$ cat src/rtl/mips_pkg.sv
// Shared widths, reset constants and the fetch-queue entry type for the MIPS front end.
package mips_pkg;

  localparam int unsigned ADDR_W = 32;
  localparam int unsigned INST_W = 32;

  localparam logic [ADDR_W-1:0] RESET_PC = '0;
  localparam logic [INST_W-1:0] NOP_INST = 32'h0000_0000;

  typedef struct packed {
    logic [INST_W-1:0] inst;
    logic [ADDR_W-1:0] pc;
  } ifq_entry_t;

endpackage

$ cat src/rtl/instruction_fetch_unit_if.sv
// Fetch-unit bus: instruction-memory port, redirect input and decode valid/ready channel.
interface instruction_fetch_unit_if #(
  parameter int unsigned ADDR_W = mips_pkg::ADDR_W,
  parameter int unsigned INST_W = mips_pkg::INST_W
);

  logic [ADDR_W-1:0] imem_addr;
  logic [INST_W-1:0] imem_inst;
  logic              redirect_valid;
  logic [ADDR_W-1:0] redirect_pc;
  logic              out_valid;
  logic              out_ready;
  logic [INST_W-1:0] out_inst;
  logic [ADDR_W-1:0] out_pc;

  modport master (
    output imem_addr,
    input  imem_inst,
    input  redirect_valid,
    input  redirect_pc,
    output out_valid,
    input  out_ready,
    output out_inst,
    output out_pc
  );

  modport slave (
    input  imem_addr,
    output imem_inst,
    output redirect_valid,
    output redirect_pc,
    input  out_valid,
    output out_ready,
    input  out_inst,
    input  out_pc
  );

endinterface

$ cat src/rtl/ifu_fetch_queue.sv
// Two-entry FIFO between the instruction memory response and decode; head is always visible.
module ifu_fetch_queue
  import mips_pkg::*;
#(
  parameter type entry_t = ifq_entry_t
) (
  input  logic       clk,
  input  logic       rst_n,
  input  logic       i_push,
  input  entry_t     i_data,
  input  logic       i_pop,
  input  logic       i_flush,
  output entry_t     o_head,
  output logic [1:0] o_count
);

  entry_t     r_mem [2];
  logic       r_rd_ptr;
  logic       r_wr_ptr;
  logic [1:0] r_count;

  always_ff @(posedge clk or negedge rst_n) begin
    if (!rst_n) begin
      r_mem[0] <= '0;
      r_mem[1] <= '0;
      r_rd_ptr <= 1'b0;
      r_wr_ptr <= 1'b0;
      r_count  <= '0;
    end else if (i_flush) begin
      r_rd_ptr <= 1'b0;
      r_wr_ptr <= 1'b0;
      r_count  <= '0;
    end else begin
      if (i_push) begin
        r_mem[r_wr_ptr] <= i_data;
        r_wr_ptr        <= ~r_wr_ptr;
      end
      if (i_pop) begin
        r_rd_ptr <= ~r_rd_ptr;
      end
      r_count <= r_count + {1'b0, i_push} - {1'b0, i_pop};
    end
  end

  assign o_head  = r_mem[r_rd_ptr];
  assign o_count = r_count;

endmodule

$ cat src/rtl/instruction_fetch_unit.sv
// Instruction fetch unit: PC register, credit-based issue, one-deep in-flight tracker, 2-entry queue.
// Define IFU_PERF_CNT_EN to add the perf_fetched/perf_stall/perf_redirect counters.
module instruction_fetch_unit
  import mips_pkg::*;
#(
  parameter int unsigned       ADDR_W   = mips_pkg::ADDR_W,
  parameter int unsigned       INST_W   = mips_pkg::INST_W,
  parameter logic [ADDR_W-1:0] RESET_PC = mips_pkg::RESET_PC
) (
  input  logic                      clk,
  input  logic                      rst_n,
  instruction_fetch_unit_if.master  ifu_bus
`ifdef IFU_PERF_CNT_EN
  ,
  output logic [31:0]               perf_fetched,
  output logic [31:0]               perf_stall,
  output logic [31:0]               perf_redirect
`endif
);

  typedef struct packed {
    logic [INST_W-1:0] inst;
    logic [ADDR_W-1:0] pc;
  } slot_t;

  logic [ADDR_W-1:0] r_fetch_pc;
  logic [ADDR_W-1:0] r_req_pc;
  logic              r_inflight;

  logic              w_redirect;
  logic [ADDR_W-1:0] w_redirect_pc;
  logic              w_pop;
  logic              w_push;
  logic              w_issue;
  logic [1:0]        w_count;
  logic [2:0]        w_credits;
  slot_t             w_resp;
  slot_t             w_head;

  assign w_redirect    = ifu_bus.redirect_valid;
  assign w_redirect_pc = ifu_bus.redirect_pc & ~ADDR_W'(3);
  assign w_pop         = ifu_bus.out_valid && ifu_bus.out_ready;
  assign w_push        = r_inflight && !w_redirect;

  // Entries held plus the one possibly in flight, less the slot freed this edge,
  // must leave room for the response to a new request: the queue can never overflow.
  assign w_credits = {1'b0, w_count} + {2'b00, r_inflight} - {2'b00, w_pop};
  assign w_issue   = !w_redirect && (w_credits < 3'd2);

  assign w_resp = '{inst: ifu_bus.imem_inst, pc: r_req_pc};

  always_ff @(posedge clk or negedge rst_n) begin
    if (!rst_n) begin
      r_fetch_pc <= RESET_PC;
      r_req_pc   <= '0;
      r_inflight <= 1'b0;
    end else begin
      if (w_redirect) begin
        r_fetch_pc <= w_redirect_pc;
      end else if (w_issue) begin
        r_fetch_pc <= r_fetch_pc + ADDR_W'(4);
      end
      if (w_issue) begin
        r_req_pc <= r_fetch_pc;
      end
      r_inflight <= w_issue;
    end
  end

  ifu_fetch_queue #(
    .entry_t (slot_t)
  ) u_queue (
    .clk     (clk),
    .rst_n   (rst_n),
    .i_push  (w_push),
    .i_data  (w_resp),
    .i_pop   (w_pop),
    .i_flush (w_redirect),
    .o_head  (w_head),
    .o_count (w_count)
  );

  assign ifu_bus.imem_addr = r_fetch_pc;
  assign ifu_bus.out_valid = (w_count != 2'd0);
  assign ifu_bus.out_inst  = w_head.inst;
  assign ifu_bus.out_pc    = w_head.pc;

`ifdef IFU_PERF_CNT_EN
  logic [31:0] r_perf_fetched;
  logic [31:0] r_perf_stall;
  logic [31:0] r_perf_redirect;

  always_ff @(posedge clk or negedge rst_n) begin
    if (!rst_n) begin
      r_perf_fetched  <= '0;
      r_perf_stall    <= '0;
      r_perf_redirect <= '0;
    end else begin
      if (w_pop) begin
        r_perf_fetched <= r_perf_fetched + 32'd1;
      end
      if (ifu_bus.out_valid && !ifu_bus.out_ready) begin
        r_perf_stall <= r_perf_stall + 32'd1;
      end
      if (w_redirect) begin
        r_perf_redirect <= r_perf_redirect + 32'd1;
      end
    end
  end

  assign perf_fetched  = r_perf_fetched;
  assign perf_stall    = r_perf_stall;
  assign perf_redirect = r_perf_redirect;
`endif

endmodule

$ cat src/flat_wrapper.sv
// flat-port wrapper written by rule: the top's interface ports become plain ports
module instruction_fetch_unit_flat import mips_pkg::*;
#(
  parameter int unsigned       ADDR_W   = mips_pkg::ADDR_W,
  parameter int unsigned       INST_W   = mips_pkg::INST_W,
  parameter logic [ADDR_W-1:0] RESET_PC = mips_pkg::RESET_PC
)
  (clk, rst_n, ifu_bus_imem_addr, ifu_bus_imem_inst, ifu_bus_redirect_valid, ifu_bus_redirect_pc, ifu_bus_out_valid, ifu_bus_out_ready, ifu_bus_out_inst, ifu_bus_out_pc);
  instruction_fetch_unit_if #(.ADDR_W(ADDR_W), .INST_W(INST_W)) ifu_bus_i ();
  input  logic clk;
  input  logic rst_n;
  output wire logic [$bits(ifu_bus_i.imem_addr)-1:0] ifu_bus_imem_addr;
  input wire logic [$bits(ifu_bus_i.imem_inst)-1:0] ifu_bus_imem_inst;
  input wire logic [$bits(ifu_bus_i.redirect_valid)-1:0] ifu_bus_redirect_valid;
  input wire logic [$bits(ifu_bus_i.redirect_pc)-1:0] ifu_bus_redirect_pc;
  output wire logic [$bits(ifu_bus_i.out_valid)-1:0] ifu_bus_out_valid;
  input wire logic [$bits(ifu_bus_i.out_ready)-1:0] ifu_bus_out_ready;
  output wire logic [$bits(ifu_bus_i.out_inst)-1:0] ifu_bus_out_inst;
  output wire logic [$bits(ifu_bus_i.out_pc)-1:0] ifu_bus_out_pc;
  assign ifu_bus_imem_addr = ifu_bus_i.imem_addr;
  assign ifu_bus_i.imem_inst = ifu_bus_imem_inst;
  assign ifu_bus_i.redirect_valid = ifu_bus_redirect_valid;
  assign ifu_bus_i.redirect_pc = ifu_bus_redirect_pc;
  assign ifu_bus_out_valid = ifu_bus_i.out_valid;
  assign ifu_bus_i.out_ready = ifu_bus_out_ready;
  assign ifu_bus_out_inst = ifu_bus_i.out_inst;
  assign ifu_bus_out_pc = ifu_bus_i.out_pc;
  instruction_fetch_unit #(.ADDR_W(ADDR_W), .INST_W(INST_W), .RESET_PC(RESET_PC)) u_core (.clk(clk), .rst_n(rst_n), .ifu_bus(ifu_bus_i));
endmodule
$ cat config.mk
export PLATFORM = sky130hd
export DESIGN_NAME = instruction_fetch_unit_flat
export DESIGN_NICKNAME = d
export VERILOG_FILES = /design/src/rtl/mips_pkg.sv /design/src/rtl/instruction_fetch_unit_if.sv /design/src/rtl/ifu_fetch_queue.sv /design/src/rtl/instruction_fetch_unit.sv /design/src/flat_wrapper.sv
export SDC_FILE = /design/constraint.sdc
export NUM_CORES = 1
export LEC_CHECK = 0
export ABC_AREA = 1
export CORE_AREA = 2 2 145 147
export CTS_BUF_LIST = sky130_fd_sc_hd__clkbuf_16
export DETAILED_ROUTE_END_ITERATION = 12
export DIE_AREA = 0 0 147 149
export PLACE_DENSITY = 0.78
export SYNTH_ARGS = -nofsm -noshare
export SYNTH_HDL_FRONTEND = slang
export SYNTH_HIERARCHICAL = 1
export SYNTH_SLANG_ARGS = --single-unit
$ cat constraint.sdc
create_clock -name clk -period 2.46 [get_ports clk]
set_input_delay 0.369 -clock clk [delete_from_list [all_inputs] [get_ports clk]]
set_output_delay 0.369 -clock clk [all_outputs]
set_load 0.02 [all_outputs]
# Word-level counts from Yosys, hierarchy flattened

Index checks and enable logic that the tools add are counted.

Register bits after elaboration: 197
Input bits: 68
Word-level logic and storage cells: 47

Add/subtract/negate cells: 5
Magnitude comparators: 4
Mux-type cells: 13
Bitwise gates (word level): 5
Reductions and logical operators: 10

Operators with widths:

| operator                                                              | number |
|---|---|
| 64-bit two-way mux                                                    | 4 |
| 128-bit bitwise mux                                                   | 1 |
| 64-bit demux with 1-bit select                                        | 1 |
| 32-bit two-way mux                                                    | 2 |
| 32-bit by 3-bit adder with 32-bit output (second input constant)      | 1 |
| 2-bit nonzero test                                                    | 4 |
| 2-bit greater-or-equal comparator (second input constant)             | 2 |
| 1-bit logical AND                                                     | 4 |
| 1-bit two-way mux                                                     | 4 |
| 1-bit NOT with 2-bit output                                           | 2 |
| 2-bit by 1-bit adder with 3-bit output                                | 1 |
| 3-bit by 2-bit < comparator with 1-bit output (second input constant) | 1 |
| 1-bit NOT                                                             | 3 |
| 3-bit by 1-bit subtractor with 3-bit output                           | 1 |
| 2-bit by 1-bit adder with 2-bit output                                | 1 |
| 2-bit by 1-bit < comparator with 1-bit output (second input constant) | 1 |
| 2-bit two-way mux                                                     | 1 |
| 2-bit AND reduction                                                   | 1 |
| 2-bit by 1-bit subtractor with 2-bit output                           | 1 |
| 1-bit logical NOT                                                     | 1 |

# Depth between registers and ports, before layout

Depth after elaboration: 7
Depth in mapped cells: 13
Mapped depth without buffers: 13

# By module

Netlist, hierarchy kept.

By module, submodules not included:

| module                 | instances | cells each | area an instance (um^2) |
|---|---|---|---|
| ifu_fetch_queue        | 1         | 573        | 6082.1 |
| instruction_fetch_unit | 1         | 457        | 3499.6 |

# Worst setup path before layout

OpenSTA, ideal clock, no wires.

Path type: reg2reg
Start point: register u_core.u_queue.r_count[1], in the netlist u_core/u_queue/o_count[1]
End point: register u_core.r_fetch_pc[26], in the netlist u_core/ifu_bus.imem_addr[26]
Library setup time: 127 ps
Arrival: 2181 ps
Data required time: 2333 ps
Setup slack: 152 ps
Cell stages (with the launch flop): 11
Buffers on the path: 1
Cells stage by stage: dfrtp_1 o21a_1 ha_1 nor2_1 fa_1 inv_1 nand3_2 nand2_2 buf_4 o21ai_0 nand3b_1

Cells in the longest elaborated chain, start to end: 6

Ends and longest elaborated chain:

| what                                          | RTL line                     | source |
|---|---|---|
| start: declaration                            | ifu_fetch_queue.sv:20        | `logic [1:0] r_count;` |
| start signal: assignment                      | ifu_fetch_queue.sv:41        | `r_count <= r_count + {1'b0, i_push} - {1'b0, i_pop};` |
| 2-bit nonzero test                            | instruction_fetch_unit.sv:84 | `assign ifu_bus.out_valid = (w_count != 2'd0);` |
| 1-bit logical AND                             | instruction_fetch_unit.sv:42 | `assign w_pop = ifu_bus.out_valid && ifu_bus.out_ready;` |
| via u_core.w_pop                              | instruction_fetch_unit.sv:32 | `logic w_pop;` |
| 3-bit by 1-bit subtractor with 3-bit output   | instruction_fetch_unit.sv:47 | `assign w_credits = {1'b0, w_count} + {2'b00, r_inflight} - {2'b00, w_pop};` |
| 3-bit by 2-bit < comparator with 1-bit output | instruction_fetch_unit.sv:48 | `assign w_issue = !w_redirect && (w_credits < 3'd2);` |
| 1-bit logical AND                             | instruction_fetch_unit.sv:48 |  |
| 2-bit nonzero test (no line)                  | n/a                          |  |
| end signal: assignment                        | instruction_fetch_unit.sv:59 | `r_fetch_pc <= w_redirect_pc;` |
| end signal: assignment                        | instruction_fetch_unit.sv:61 | `r_fetch_pc <= r_fetch_pc + ADDR_W'(4);` |
| end: declaration                              | instruction_fetch_unit.sv:26 | `logic [ADDR_W-1:0] r_fetch_pc;` |

The timed path passes the listed nets, and every way through them passes these cells.
A chain may end at the register's enable or synchronous reset.

# Worst setup path in the final report

Start point: register u_core.u_queue.r_rd_ptr
End point: output ifu_bus_out_pc[10]

Cells in the longest elaborated chain, start to end: 4

Ends and longest elaborated chain:

| what                                                   | RTL line              | source |
|---|---|---|
| start: declaration                                     | ifu_fetch_queue.sv:18 | `logic r_rd_ptr;` |
| start signal: assignment                               | ifu_fetch_queue.sv:39 | `r_rd_ptr <= ~r_rd_ptr;` |
| 1-bit NOT with 2-bit output (implied by the code)      | ifu_fetch_queue.sv:45 | `assign o_head = r_mem[r_rd_ptr];` |
| 64-bit two-way mux (implied by the code) (3 in series) | ifu_fetch_queue.sv:45 |  |
| end: declaration                                       | flat_wrapper.sv:19    | `output wire logic [$bits(ifu_bus_i.out_pc)-1:0] ifu_bus_out_pc;` |

Every way passes these cells. The select of a mux whose other input is x is not followed.

==> metrics.md <==
| Metric | Value |
|---|---|
| Commonest cells after routing, fill and taps aside | nand2_1, dfrtp_1, clkdlybuf4s50_1 |
| Drt drc | 0 |
| Asr flop ratio synth | 100.0% |
| Syn_area_per_cell | 9.303 um2 |
| Initial antenna violation count | 0 |
| Placed cells | 1440 |
| Int Pwr | 9.706 mW |
| Ant. Diodes | 0 |
| IR drop worst, VDD | 0.7088 mV |
| Fin nets | between 1000 and 1500 |
| Area grow syn2layout | 26.43% |
| Register share of total power | around a third |
| Cts bufs inserted | 17 |
| NetSw | 6.387 mW |
| CP Data Arrival Time | 2030 ps |
| Clock Tree Root | clkbuf_16 |
| Final TNS setup | 0 ps |
| Clock sink total | 193 |
| Post-synth EDFFs | 0 |
| Number of DRC markers in iteration 0 | 498 |
| Detail Route Antenna Nets | 0 |
| Final cell count without fillers | 1475 |
| GP Congestion | 0.9287 |
| Netlist cell types | 37 |
| Post-DP HPWL | 14960 um |
| Gate Count Post-Synth | 1030 |
| RSZ-0062 raised after global routing | yes |
| Drt via density | 5.012 |
| Max Cap Violations | 0 |
| Status | finished clean |
| Buffers on Ports | 160 |
| Ys flop type | dfrtp_1 |
| GR Overflow Total | 0 |
| Drt total wl | ~22000 um |
| Commonest non-fill, non-tap cell in the layout | nand2_1 |
| YS warnings | 6 |
| Clock insertion delay at the later pin of the skew report | 420 ps |
| Worst min-delay path category | reg2reg |
| Number of global-route vias before repair | 7199 |
| Crit-path max FO | 9 |
| Fin util | between 50% and 60% |
| DIE AREA | 21900 um2 |
| First-pass GRT wire length | 35420 um |
| Final hold vios | 0 |
| Mapped cell area | about 9600 um2 |
| FF+latch count, synth | 193 |
| Fin crit period | 2397 ps |
| Placed inst area | around 11000 um2 |
| Post-synthesis sequential area ratio | 50.40% |
| First-pass DRT Iterations | 5 |
| Worst setup SP type | flop |
| H-Tree Depth | 4 |
| Sw Share | 39.69% |
| Fmax | 417.1 MHz |
| Gate power share | 48.0% |
| Final instance area | 12110 um2 |
| Boundary pin count | 165 |
| Slew headroom | 65.32% |
| Largest net degree at the start of global routing | between 80 and 90 |
| Fin crit share | 97.45% |
| Clock transition at the registers of the reported paths | ~70 ps |
| Worst-Margin Slew | 518.3 ps |
| TritonCTS clock tree | built |
| Share of cells above drive strength 1 | 18.50% |
| CP Class | reg2out |
| Power per cell area | 1329 nW/um2 |
| Die width | between 100 and 150 um |
| CP Data Required Time | 2090 ps |
| Clk_skew | between 6 and 7 ps |
| # setup viols final | 0 |
| Clock share of power | ~17% |
| Fin. max-slew vios | 0 |
| Vias | 7392 |
| Starting Density | ~47% |
| CP Capture Type | output pin |
| Routed len/inst | 14.59 um |
| Core area | 20560 um2 |
| Die Y-Extent | 149 um |
| Num rows | 53 |
| Global Route Usage Sum | between 10% and 20% |
| Max clock buf depth | 2 |
| Tot Pwr | about 16 mW |
| Pleak | between 5 and 6 nW |
-- synth_stat cells (3+ instances only) --
cell      number  share of area (%)
nand2_1      265                 10
nand3b_1      10               0.78
dfrtp_1      193                 50
o21ai_0       51                2.7
buf_6         25                2.9
mux2_2        64                7.5
o21ai_1       57                3.0
nand3_1       30                1.6
o21ai_2       65                5.9
ha_1           4               0.52
nor2_1        42                1.6
o211ai_1       3               0.24
inv_1        120                4.7
nand4_1       16                1.0
inv_2          4               0.16
nor3_1         6               0.31
nor2_2         5               0.33
nor2_4         8               0.94
a21oi_1        5               0.26
clkbuf_1       5               0.20
buf_2          8               0.42
nand3_2        4               0.42
buf_4         13                1.0
nand2_2        5               0.33
xor2_1         5               0.46
-- power by group through the flow --
stage	logic, mW	clock network, mW	registers (mW)
4_1_cts	7.64	2.86	5.58
5_1_grt	8.41	2.99	5.79
6_report	7.72	2.77	5.59
3_3_place_gp	7.40	0	5.55
2_1_floorplan	4.59	0	5.61
3_5_place_dp	7.56	0	5.63
-- through the flow --
step / setup WS (ps) / hold slack [ps]
final: 62.65 / 477.3
after global routing: -7.792 / 489.2
after CTS: 10.00 / 480.9
after detailed placement: -337.1 / 346.5
after global placement: -257.5 / 343.1
after floorplan: 152.0 / 73.41
-- final cells by class --
class | instances | area [um2]
well taps | 275 | 344.1
multi-input cells | 662 | 3874
clock inverters | 15 | 165.2
repair buffers | 188 | 2001
fillers | 1808 | 8443
clock buffers | 17 | 425.4
inverters | 125 | 471.7
flip-flops and latches | 193 | 4833
-- flip-flops by register name, summed over array words and instances (netlist names) --
| signal | count |
|---|---|
| u_core/r_req_pc | 30 |
| u_core/u_queue/r_wr_ptr | 1 |
| u_core/u_queue/r_mem | 128 |
| u_core/u_queue/o_count | 2 |
| u_core/r_inflight | 1 |
| u_core/ifu_bus.imem_addr | 30 |
| u_core/u_queue/r_rd_ptr | 1 |
-- timing repair --
| item | in CTS | in global routing |
|---|---|---|
| hold buffers | 1 | 0 |
| pin swaps | 0 | 3 |
| resized for setup | 1 | 20 |
| buffers inserted | 1 | 0 |
| setup endpoints to repair | 57 | 38 |
| endpoints found under the hold margin | 48 | 0 |
| cloned | 0 | 1 |
-- per-layer routing --
metal	routed length [um]	track usage, %
met1	9848	27.54
met2	10280	32.35
met3	1050	3.670
met4	344	5.769
met5	0	0
-- kinds of logic (layout without fill, tap and decap cells) --
family	Yosys count	count (layout)	synth area share [%]
and+or+nand+nor	396	396	18.66
DFF	193	193	50.40
AOI/OAI and AO/OA	188	188	12.64
buffers and inverters	178	345	9.545
muxes	64	64	7.522
adders and majority gates	5	5	0.7313
xor gates and xnor gates	5	5	0.4570
other	1	4	0.03914
-- final timing paths --
| check | startpoint | to | slack (ps) | cells after the start |
|---|---|---|---|---|
| worst max-delay path | u_core/u_queue/r_rd_ptr | ifu_bus_out_pc[10] | 60 | 3 |
| worst min-delay path | u_core/u_queue/r_mem[63] | u_core/u_queue/r_mem[63] | 480 | 2 |
| worst max register to register | u_core/u_queue/o_count[1] | u_core/ifu_bus.imem_addr[22] | 120 | 10 |
| worst min register to register | u_core/u_queue/r_mem[63] | u_core/u_queue/r_mem[63] | 480 | 2 |
| max in group asynchronous | rst_n | u_core/ifu_bus.imem_addr[4] | 1220 | 3 |
| min in group asynchronous | rst_n | u_core/u_queue/r_mem[67] | 500 | 2 |
-- critical path, stage by stage (launching register included) --
cell             delay (ps)
dfrtp_4                 480
buf_4                   200
mux2_2                  380
clkdlybuf4s50_1         540
Note: power is estimated with default switching activity, not from simulation.
==> RTL change, RTL diff (config.mk and constraints unchanged) <==
The package constant `ADDR_W` goes from 32 to 40.
--- a/src/rtl/mips_pkg.sv
+++ b/src/rtl/mips_pkg.sv
@@ -3,3 +3,3 @@
 
-  localparam int unsigned ADDR_W = 32;
+  localparam int unsigned ADDR_W = 40;
   localparam int unsigned INST_W = 32;
Ports: changed (resized ifu_bus_imem_addr, ifu_bus_out_pc and ifu_bus_redirect_pc); port bits go from 165 to 189. No check against the original RTL was run, so the function may have changed too.
==> RTL change against the original RTL <==
Synthesized cell count increased by 21%; design area increased by 14%; non-clock buffer count rose by 40; critical path depth grew 9; combinational power increased by 14%; register-to-register slack worse by 0.10 ns; setup slack lost 0.047 ns; cell count rose by 18%; synthesized area grew 14%; total power increased by 15%; routed wire length grew 27%; sequential cell count rose by 32; sequential share of layout area up 0.78 points; largest cell class unchanged; largest power group unchanged.
==> RTL change: results (changes against the original RTL) <==
Sequential cell area 5630 sq um (was 4830 sq um); dpl ws -0.395 ns (was -0.337 ns); dpl cells 1685 (was 1440); P_leak 6.66 nW (was 5.74 nW); area share of fa/ha/maj cells after synthesis 0.00643 (was 0.00731); nets 1525 (was 1260); Compound-Gate Fraction of Synth Area 0.108 (was 0.126); number of I/O port buffers 184 (was 160); worst-path fanout max 21 (was 9); max FFs per register 144 (was 128); Power Dens Cells 1340 nW/um^2 (was 1330 nW/um^2); Area contributors post-synth dfrtp_1 52%, nand2_1 11%, mux2_2 7.4%, inv_1 4.9%, o21ai_1 4.8% (was dfrtp_1 50%, nand2_1 10%, mux2_2 7.5%, o21ai_2 5.9%, inv_1 4.7%); clock buf count 23 (was 17); max incr delay on CP 0.42 ns (was 0.54 ns); Vias/cell 5.27 (was 5.01); Seq/Total Area, Yosys 0.517 (was 0.504); largest net degree at the start of global routing 84 (was 89); Global Route Usage Sum 0.240 (was 0.199); gp weighted congestion 0.839 (was 0.929); comb_multi_in 822 (was 662); Post-synth top cells 326 x nand2_1, 225 x dfrtp_1, 141 x inv_1 (was 265 x nand2_1, 193 x dfrtp_1, 120 x inv_1); vias in the first global route 8720 (was 7199); r2r setup slk 0.02 ns (was 0.12 ns); placed inst area 13100 sq um (was 11400 sq um); Detailed Route Iter0 Violations 582 (was 498); num sequential 225 (was 193); reg-to-reg endpoint u_core/ifu_bus.imem_addr[24]$_DFFE_PN0P_ (was u_core/ifu_bus.imem_addr[22]$_DFFE_PN0P_); Slowest-stage cell, CP fa_1 (was clkdlybuf4s50_1); worst r2r path cells 12 (was 10); Layout Skew 0.0111 ns (was 0.00638 ns); VDD IR max 0.000735 V (was 0.000709 V); clk tree area frac 0.0467 (was 0.0488); status complete, no violations (unchanged); Worst Path Arrival 2.83 ns (was 2.03 ns); clk_lat worst skew 0.51 ns (was 0.42 ns); H-tree levels 1 (was 4); RR Startpoint u_core/u_queue/o_count[0]$_DFF_PN0_ (was u_core/u_queue/o_count[1]$_DFF_PN0_); CTS Buf Count 23 (was 17); clk buf depth 3 (was 2); Vias 9132 (was 7392); fin crit share 0.994 (was 0.975); Synth Area per Inst 8.71 sq um (was 9.30 sq um); Top delay family on crit path adder cells (was buffers and inverters); invs w/o clock 144 (was 125); drt wl/cell 15.8 um (was 14.6 um); first drt pass iteration count 7 (was 5)
## RTL change: cell types whose count changed after synthesis, moves of 6 or more
cell	unedited run	this run
dfrtp_1	193	225
o21bai_1	2	8
o21ai_1	57	105
inv_1	120	141
clkbuf_1	5	19
o21ai_0	51	96
nor3_1	6	0
buf_6	25	15
nor2_1	42	80
mux2_2	64	72
nand2_1	265	326
o21ai_2	65	5
nand3_1	30	50
buf_2	8	20
## RTL change: power by group
group / internal [mW] / total [mW] / switching [mW]
combinational: 3.90 / 8.82 / 4.93
clock: 1.68 / 3.07 / 1.38
sequential: 5.35 / 6.61 / 1.26
## RTL change: worst max-delay path by stage
stage | start | to
floorplan | u_core/u_queue/o_count[1]$_DFF_PN0_ | u_core/r_req_pc[38]$_DFFE_PN0P_
global placement | ifu_bus_out_ready | u_core/ifu_bus.imem_addr[19]$_DFFE_PN0P_
detailed placement | ifu_bus_out_ready | u_core/ifu_bus.imem_addr[19]$_DFFE_PN0P_
CTS | u_core/u_queue/r_rd_ptr$_DFFE_PN0P_ | ifu_bus_out_pc[14]
global route | u_core/u_queue/o_count[0]$_DFF_PN0_ | u_core/ifu_bus.imem_addr[24]$_DFFE_PN0P_
finish | u_core/u_queue/o_count[0]$_DFF_PN0_ | u_core/ifu_bus.imem_addr[24]$_DFFE_PN0P_
## RTL change: timing repair
item / CTS / global route
endpoints found under the hold margin: 63 / 0
setup buffers: 0 / 3
gates cloned: 0 / 5
hold buffers: 1 / 0
gates resized for setup: 55 / 11
pin swaps: 0 / 4
setup endpoints to repair: 74 / 48
## RTL change: metal layers
layer | wire length, um | GRT usage | vias up
li1 | - | - | 4406
met1 | 12000 | 0.343 | 4324
met2 | 12900 | 0.393 | 348
met3 | 1780 | 0.0333 | 54
met4 | 728 | 0.0601 | 0
met5 | 0 | 0 | -
